$ cat src/rtl/vga_timing_gen.sv
// Raster timing generator: pixel clock enable, syncs, blanking, coordinates, strobes, frame count.
// Outputs are registered on the pix_ce clock with no backpressure; optional VGA_TIMING_LINE_IRQ_EN adds a per-line compare pulse.
module vga_timing_gen #(
  parameter int CLK_DIV  = 2,
  parameter int CNT_W    = 10,
  parameter int H_ACTIVE = 640,
  parameter int H_FP     = 16,
  parameter int H_SYNC   = 96,
  parameter int H_BP     = 48,
  parameter int V_ACTIVE = 480,
  parameter int V_FP     = 10,
  parameter int V_SYNC   = 2,
  parameter int V_BP     = 33,
  parameter int H_POL    = 0,
  parameter int V_POL    = 0
) (
  input  logic             clk,
  input  logic             rst,
`ifdef VGA_TIMING_LINE_IRQ_EN
  input  logic [CNT_W-1:0] line_cmp,
  output logic             line_irq,
`endif
  output logic             vga_clk,
  output logic             pix_ce,
  output logic             h_sync,
  output logic             v_sync,
  output logic             blank_n,
  output logic             sync_n,
  output logic [CNT_W-1:0] pos_x,
  output logic [CNT_W-1:0] pos_y,
  output logic             line_start,
  output logic             frame_start,
  output logic [15:0]      frame_cnt
);
  localparam int H_TOTAL = H_ACTIVE + H_FP + H_SYNC + H_BP;
  localparam int V_TOTAL = V_ACTIVE + V_FP + V_SYNC + V_BP;
  localparam int PH_W    = $clog2(CLK_DIV);

  localparam logic [PH_W-1:0]  PH_LAST = PH_W'(CLK_DIV - 1);
  localparam logic [PH_W-1:0]  PH_HALF = PH_W'(CLK_DIV / 2);
  localparam logic [CNT_W-1:0] H_ACT   = CNT_W'(H_ACTIVE);
  localparam logic [CNT_W-1:0] H_SS    = CNT_W'(H_ACTIVE + H_FP);
  localparam logic [CNT_W-1:0] H_SE    = CNT_W'(H_ACTIVE + H_FP + H_SYNC);
  localparam logic [CNT_W-1:0] H_LAST  = CNT_W'(H_TOTAL - 1);
  localparam logic [CNT_W-1:0] V_ACT   = CNT_W'(V_ACTIVE);
  localparam logic [CNT_W-1:0] V_SS    = CNT_W'(V_ACTIVE + V_FP);
  localparam logic [CNT_W-1:0] V_SE    = CNT_W'(V_ACTIVE + V_FP + V_SYNC);
  localparam logic [CNT_W-1:0] V_LAST  = CNT_W'(V_TOTAL - 1);
  localparam logic             H_LVL   = H_POL[0];
  localparam logic             V_LVL   = V_POL[0];

  logic [PH_W-1:0]  phase;
  logic [PH_W-1:0]  phase_nxt;
  logic             tick;
  logic [CNT_W-1:0] h_cnt;
  logic [CNT_W-1:0] v_cnt;
  logic             h_zero;
  logic             v_zero;
  logic             active;
  logic             h_in_sync;
  logic             v_in_sync;
  logic             started;

  always_comb begin
    tick      = (phase == PH_LAST);
    phase_nxt = tick ? '0 : phase + PH_W'(1);
    h_zero    = (h_cnt == '0);
    v_zero    = (v_cnt == '0);
    active    = (h_cnt < H_ACT) && (v_cnt < V_ACT);
    h_in_sync = (h_cnt >= H_SS) && (h_cnt < H_SE);
    v_in_sync = (v_cnt >= V_SS) && (v_cnt < V_SE);
  end

  assign sync_n = 1'b0;

  // Raster outputs sample the counters on the tick edge, then the counters advance,
  // so every output presents the same (h_cnt, v_cnt) pair.
  always_ff @(posedge clk) begin
    if (rst) begin
      phase       <= '0;
      vga_clk     <= 1'b0;
      pix_ce      <= 1'b0;
      h_cnt       <= '0;
      v_cnt       <= '0;
      h_sync      <= ~H_LVL;
      v_sync      <= ~V_LVL;
      blank_n     <= 1'b0;
      pos_x       <= '0;
      pos_y       <= '0;
      line_start  <= 1'b0;
      frame_start <= 1'b0;
      frame_cnt   <= '0;
      started     <= 1'b0;
    end else begin
      phase       <= phase_nxt;
      vga_clk     <= (phase_nxt >= PH_HALF);
      pix_ce      <= tick;
      line_start  <= 1'b0;
      frame_start <= 1'b0;
      if (tick) begin
        pos_x       <= h_cnt;
        pos_y       <= v_cnt;
        blank_n     <= active;
        h_sync      <= h_in_sync ? H_LVL : ~H_LVL;
        v_sync      <= v_in_sync ? V_LVL : ~V_LVL;
        line_start  <= h_zero;
        frame_start <= h_zero && v_zero;
        started     <= 1'b1;
        // The (0,0) presented right after reset is not a completed frame.
        if (h_zero && v_zero && started) frame_cnt <= frame_cnt + 16'd1;
        if (h_cnt == H_LAST) begin
          h_cnt <= '0;
          v_cnt <= (v_cnt == V_LAST) ? '0 : v_cnt + CNT_W'(1);
        end else begin
          h_cnt <= h_cnt + CNT_W'(1);
        end
      end
    end
  end

`ifdef VGA_TIMING_LINE_IRQ_EN
  always_ff @(posedge clk) begin
    if (rst) line_irq <= 1'b0;
    else     line_irq <= tick && (h_cnt == H_ACT) && (v_cnt == line_cmp);
  end
`endif

endmodule

$ cat config.mk
export PLATFORM = sky130hd
export DESIGN_NAME = vga_timing_gen
export DESIGN_NICKNAME = d
export VERILOG_FILES = /design/src/rtl/vga_timing_gen.sv
export SDC_FILE = /design/constraint.sdc
export NUM_CORES = 1
export LEC_CHECK = 0
export CORE_ASPECT_RATIO = 0.5
export CORE_MARGIN = 2
export CORE_UTILIZATION = 50
export CTS_BUF_LIST = sky130_fd_sc_hd__clkbuf_8
export DETAILED_ROUTE_END_ITERATION = 6
export PLACE_DENSITY_LB_ADDON = 0.08
export SKIP_CTS_REPAIR_TIMING = 1
export SLEW_MARGIN = 0
export SYNTH_ARGS = -nofsm -noshare
export SYNTH_HDL_FRONTEND = slang
export SYNTH_SLANG_ARGS = --single-unit
$ cat constraint.sdc
create_clock -name clk -period 3.3 [get_ports clk]
set_input_delay 0.66 -clock clk [delete_from_list [all_inputs] [get_ports clk]]
set_output_delay 0.66 -clock clk [all_outputs]
set_load 0.01 [all_outputs]
Word-level counts from Yosys, hierarchy flattened

Index checks and enable logic that the tools add are counted.

Bits in registers: 65
Latch bits: 0
Bits in writable memories: 0
Memory bits (read-only): 0
Input port bits: 2
Output and inout port bits: 44
Word-level logic and storage cells: 43
Memories kept: 0

Add/sub/neg operators: 4
Multipliers: 0
Divide/modulo/power cells: 0
$lt $le $gt $ge: 7
Eq/ne operators: 2
Shift-type cells: 0
Mux-type cells: 5
Bitwise logic cells: 1
Reductions and logical operators: 10

Operators by type and width:

| kind                  | count |
|---|---|
| $add 10x1->10 const B | 2 |
| $eq 10x10->1 const B  | 2 |
| $logic_not 10->1      | 2 |
| $lt 10x10->1 const B  | 2 |
| $lt 10x9->1 const B   | 2 |
| $mux 10               | 2 |
| $add 16x1->16 const B | 1 |
| $ge 10x10->1 const B  | 1 |
| $ge 10x9->1 const B   | 1 |
| $logic_and 1x1->1     | 5 |
| $reduce_and 2->1      | 2 |
| $mux 1                | 3 |
| $reduce_or 2->1       | 1 |
| $add 1x1->1 const B   | 1 |
| $ge 1x1->1 const B    | 1 |
| $not 1->1             | 1 |

Depth between registers and ports, before layout

Gate-level depths: netlist of the first run.

Depth in word-level cells: 4
Gate-level depth with buffers: 7
Depth with buffers taken out: 6

Least setup slack after synthesis of the first run

Ideal clock, no wire load.

Path kind: reg-to-reg
Start point: register h_cnt[5]
End point: register v_cnt[7]
Setup time: 0.070 ns
Arrival: 1.989 ns
Path slack: 1.241 ns
Stages on the path, launching flop included: 8
Path buffers: 3
Cells stage by stage: dfxtp_1 > buf_6 > or3_1 > buf_2 > or3_1 > buf_2 > or4_1 > a21oi_1

Longest elaborated chain between the ends: 2

RTL lines:

| item                       | line | text |
|---|---|---|
| from (decl)                | 55   | `logic [CNT_W-1:0] h_cnt;` |
| from (signal assigned)     | 115  | `h_cnt <= h_cnt + CNT_W'(1);` |
| $eq 10x10->1               | 111  | `if (h_cnt == H_LAST) begin` |
| $reduce_and 2->1 (no line) | -    |  |
| to (signal assigned)       | 113  | `v_cnt <= (v_cnt == V_LAST) ? '0 : v_cnt + CNT_W'(1);` |
| to (decl)                  | 56   | `logic [CNT_W-1:0] v_cnt;` |

Every way passes these cells.
A chain may end at the register's enable or synchronous reset.

Worst setup path after layout of the first run

Start point: register v_cnt[4]
End point: register frame_cnt[15]

Longest elaborated chain between the ends: 4

RTL lines:

| item                           | line | text |
|---|---|---|
| $logic_not 10->1               | 68   | `v_zero = (v_cnt == '0);` |
| $logic_and 1x1->1 (2 in a row) | 110  | `if (h_zero && v_zero && started) frame_cnt <= frame_cnt + 16'd1;` |
| $reduce_and 2->1 (no line)     | -    |  |
| to (signal assigned)           | 110  |  |
| to (decl)                      | 33   | `output logic [15:0] frame_cnt` |

Every way passes these cells.

==> metrics, run 1 <==
status=complete, no violations; Synth Net Count=325; # Max-Cap Violations=0; commonest non-fill, non-tap cell in the layout=dfxtp_1; layout cells sized above 1=6.162%; Yosys top cell by area=dfxtp_1; GRT overflow=0; clk sink count=64; Tightest Pin Transition=0.7339 ns; Rel. slew slack=50.81%; drc violations=0; Worst Hold End=blank_n; Final Cycle Share=67.78%; final hold violation count=0; average wire per standard cell=14.02 um; worst r2r path cells=5; crit path capture type=flop; Cell variety after synth=37; Skew-Pair Late Insertion Delay=0.35 ns; crit-path cells=nor4_1, buf_4, nand4_1, or4_1, a21oi_1; maximum number of pins on one net before global-route repair=35; met3 WL=359 um; Max H-tree Level=3; Core ar.=5468 sq um; die area=6301 sq um; GP Congestion=0.7855; Clock Path Buffers=2; vias in the first global route=2205; worst-case hold slack=0.4742 ns; syn avg cell area=8.880 sq um; synthesized instance count=318; Max Freq=447.1 MHz; post-route minimum period=2.237 ns; DRT iter0 DRCs=133; metal1 wirelength=2.935 mm; Via Count=2415; worst-path maximum fanout=14; CP peak stage delay=0.61 ns; Port Buffers=44; leakage power=1.194 nW; initial antenna violation count=0; CP Data Required Time=3.58 ns; Total Nets Final=359; Sw Pwr=0.3418 mW; FP Rows=19; predominant post-synthesis flop cell=dfxtp_1; FFs w/ async S/R, synth=0%; # setup viols final=0; first-pass GRT wire length=10.33 mm; Worst Path Buf+Inv=1; Hold Path Depth=1; hold path startpoint=blank_n; crit-path leading delay family=simple AND/OR/NAND/NOR gates; HPWL after DPL=4.104 mm; Via density=5.616; DRT antenna net count=0; most frequent cells in the layout=64 x dfxtp_1, 43 x clkdlybuf4s50_1, 33 x nor2_1; Critical Path AT=2.51 ns; fillers=504; total track usage=21.51%; FF-to-FF End=frame_cnt[15]; TritonCTS clock tree=built; FF-to-FF setup slack=1.06 ns; Setup CP Type=reg2reg; HP Class=reg2reg; DR top layer=met4; Slowest-stage cell, CP=or4_1; yosys warns=0; Worst Skew=0.006996 ns; ranking of synthesized cells by area=dfxtp_1 45%, mux2i_1 7.1%, nor2_1 4.4%; Chip Width=110.3 um; final setup TNS=0 ns; switching portion of total power=23.06%; Routed WL=6.028 mm; Syn-to-layout area delta=22.37%; Flop pwr share=53.3%; Worst-path clk slew=0.07 ns; number of flops mapped to enable cells by yosys=0; Comb pwr share=5.6%; Yosys top cell area share=45.37%; power density over cell area=428.8 nW/um^2; RR Startpoint=v_cnt[4]; Internal Power=1.140 mW; num ports=46; Clock power frac=41.1%; Die Ht=57.14 um; Routed met2 length=2.663 mm; Initial Util=51.65%; Startpoint Class=flop; n_diodes=0; Slew Limit Fails=0; Seq cells post-synth=64; synthesized area=2824 sq um; sequential-to-total area share from yosys stat=45.37%; total CTS buffers=9; RSZ-0062 raised after global routing=false; Peak VDD IR=0.2574 mV; First-pass DRT Iterations=4; clock root buffer master=clkbuf_8
[worst max path at each step]
stage | cells after the start | endpoint | slack, ns | startpoint
5_1_grt | 6 | frame_cnt[10] | 0.91 | v_cnt[1]
2_1_floorplan | 7 | v_cnt[7] | 1.24 | h_cnt[5]
3_3_place_gp | 6 | frame_cnt[15] | 1.19 | v_cnt[0]
6_report | 5 | frame_cnt[15] | 1.06 | v_cnt[4]
3_5_place_dp | 6 | frame_cnt[15] | 1.13 | v_cnt[1]
4_1_cts | 6 | frame_cnt[15] | 1.13 | v_cnt[1]
[per-layer routing]
| layer | vias to the layer above | GRT usage (%) |
|---|---|---|
| met3 | 8 | 9.257 |
| met1 | 1137 | 27.08 |
| met5 | - | 0 |
| li1 | 1222 | - |
| met4 | 0 | 8.393 |
| met2 | 48 | 32.87 |
[Yosys cell counts (5+ instances only)]
cell	instances
dfxtp_1	64
nor2_1	33
a21oi_1	23
mux2i_1	20
clkbuf_1	18
or4_1	16
o31ai_1	15
nand2_1	14
nor3_1	14
nand4_1	11
nand3_1	10
inv_1	9
and3_1	8
xnor2_1	8
o21ai_0	7
or3_1	7
ha_1	5
nor4_1	5
xor2_1	5
[stage by stage]
stage                     setup slack (ns)  std cells  power [mW]  util (%)  cell area, sq um
after global placement               1.190        414      0.8878     59.84              3272
after floorplan                      1.241        318      0.8644         -              2824
final                                1.063        430       1.482     63.20              3456
after global routing                0.9087        430       1.551     63.20              3456
after detailed placement             1.134        414      0.8903     59.84              3272
after CTS                            1.126        430       1.508     63.20              3456
[worst register-to-register path, cell delays in order, from the launching register on]
cell and delay [ns]:
dfxtp_1 0.36, nor4_1 0.45, buf_4 0.21, nand4_1 0.39, or4_1 0.61, a21oi_1 0.14
[power groups by stage]
stage                     Sequential [mW]  Clock (mW)  Combinational, mW
final                               0.789       0.609             0.0831
after global routing                0.790       0.670             0.0915
after CTS                           0.789       0.635             0.0837
after detailed placement            0.807           0             0.0834
after global placement              0.806           0             0.0815
after floorplan                     0.808           0             0.0566
[area by class of cell]
type | count | area, sq um | share of cell area (%)
Multi-Input combinational cell | 220 | 1400 | 40.51
Timing Repair Buffer | 48 | 465.4 | 13.47
Tap cell | 73 | 91.34 | 2.643
Inverter | 9 | 33.78 | 0.9776
Clock inverter | 4 | 18.77 | 0.5431
Clock buffer | 12 | 165.2 | 4.779
Sequential cell | 64 | 1281 | 37.07
[logic make-up (layout without fill, tap and decap cells)]
logic type / Yosys count / count (layout) / share of synthesized area (%)
AO/OA/AOI/OAI: 50 / 50 / 10.90
XOR/XNOR: 13 / 13 / 4.032
adder cells (fa/ha/maj): 5 / 5 / 2.215
buffers and inverters: 34 / 73 / 5.051
flip-flops: 64 / 64 / 45.37
multiplexers: 20 / 20 / 7.089
other: 1 / 1 / 0.1328
AND/OR/NAND/NOR: 131 / 131 / 25.21
[sequential cells by signal, indices dropped and copies added (netlist names), 10 cells and up]
register and cells:
v_cnt 10, pos_x 10, pos_y 10, h_cnt 10
frame_cnt 16
Power figures use the tool's default switching activity.
==> run 2: changes to the inputs <==
==> constraint.sdc (replaced) <==
create_clock -name clk -period 2.14 [get_ports clk]
set_input_delay 0.428 -clock clk [delete_from_list [all_inputs] [get_ports clk]]
set_output_delay 0.428 -clock clk [all_outputs]
set_load 0.01 [all_outputs]
==> metrics, run 2 (synthesized netlist as in run 1, its figures left out) <==
Syn-to-layout area delta=27.96%; HPWL after DPL=4.592 mm; total CTS buffers=9; DRT antenna net count=0; crit path capture type=flop; Initial Util=51.65%; Worst-path clk slew=0.07 ns; initial antenna violation count=0; GRT overflow=0; Routed WL=6.423 mm; Total Nets Final=378; clk sink count=64; Rel. slew slack=66.26%; crit-path cells=nor4_1, buf_4, nand4_1, buf_4, or4_1, a21oi_1; total track usage=22.56%; layout cells sized above 1=10.64%; Worst Skew=0.007491 ns; Final Cycle Share=96.99%; Slowest-stage cell, CP=nor4_1; power density over cell area=661.7 nW/um^2; Clock Path Buffers=2; clock root buffer master=clkbuf_8; HP Class=reg2reg; Tightest Pin Transition=0.5014 ns; crit-path leading delay family=simple AND/OR/NAND/NOR gates; final hold violation count=0; GP Congestion=0.8415; stages on the worst setup path=6; worst-path maximum fanout=12; most frequent cells in the layout=64 x dfxtp_1, 43 x clkdlybuf4s50_1, 33 x nor2_1; maximum number of pins on one net before global-route repair=32; num ports=46; die area=6301 sq um; FF-to-FF setup slack=0.06 ns; Startpoint Class=flop; Core Util, Final=66.09%; Slew Limit Fails=0; Max Freq=481.8 MHz; average wire per standard cell=14.31 um; Final Cell Area=3613 sq um; first-pass GRT wire length=10.85 mm; Peak VDD IR=0.4940 mV; Critical Path AT=2.35 ns; RR Startpoint=v_cnt[4]; FF-to-FF End=frame_cnt[6]; Worst Path Buf+Inv=2; Port Buffers=44; Die Ht=57.14 um; final setup TNS=0 ns; worst r2r path cells=6; Skew-Pair Late Insertion Delay=0.35 ns; most frequent CP cell=buf_4; fillers=461; CP Data Required Time=2.42 ns; Via Count=2497; Core ar.=5468 sq um; vias in the first global route=2294; Setup CP Type=reg2reg; Max H-tree Level=3; # Max-Cap Violations=0; Largest Register=frame_cnt; Chip Width=110.3 um; drc violations=0; Worst Hold End=frame_cnt[15]; hold path startpoint=frame_cnt[15]; CP peak stage delay=0.50 ns; commonest non-fill, non-tap cell in the layout=dfxtp_1; DP Area=3415 sq um; # setup viols final=0; final non-filler cell total=449; FP Rows=19; status=complete, no violations; post-route minimum period=2.076 ns; DRT iter0 DRCs=66; TritonCTS clock tree=built; RSZ-0062 raised after global routing=false; Cells after DPL=433; Via density=5.561; First-pass DRT Iterations=4; n_diodes=0; leakage power=1.297 nW; max reg flops=16; Hold Path Depth=2
## run 2: worst max path at each step
stage          startpoint       endpoint
2_1_floorplan    h_cnt[5]       v_cnt[7]
3_3_place_gp     v_cnt[4]  frame_cnt[15]
3_5_place_dp     v_cnt[4]   frame_cnt[6]
4_1_cts          v_cnt[4]   frame_cnt[6]
5_1_grt          v_cnt[4]   frame_cnt[6]
6_report         v_cnt[4]   frame_cnt[6]
## run 2: power breakdown
part | switching (mW) | internal [mW]
Sequential | 0.00863 | 1.21
Combinational | 0.0866 | 0.0567
Clock | 0.445 | 0.589
## run 2: per-stage QoR
step | setup WS [ns] | hold slack [ns] | total power [mW]
floorplan | 0.08102 | 0.4479 | 1.333
global placement | 0.1689 | 0.4539 | 1.379
detailed placement | 0.1274 | 0.4729 | 1.385
CTS | 0.09855 | 0.4686 | 2.425
global route | 0.01539 | 0.4963 | 2.487
finish | 0.06435 | 0.4786 | 2.391
## run 2: layout make-up
type                            instances  area (sq um)  share of cell area (%)
Inverter                                9         33.78                  0.9349
Multi-Input combinational cell        220          1400                   38.75
Clock inverter                          5         47.55                   1.316
Clock buffer                           11         151.4                   4.190
Timing Repair Buffer                   67         608.1                   16.83
Tap cell                               73         91.34                   2.528
Sequential cell                        64          1281                   35.46
## run 2: worst min-delay path, delay by kind of cell (launching register included)
family,cells,cell delay [ns]
AOI/OAI and AO/OA,2,0.11
DFF,1,0.32
## run 2: per-layer routing
metal	track usage, %	share of wire [%]
met2	35.23	45
met3	8.686	6.2
met4	6.964	1.2
met1	29.17	48
met5	0	0
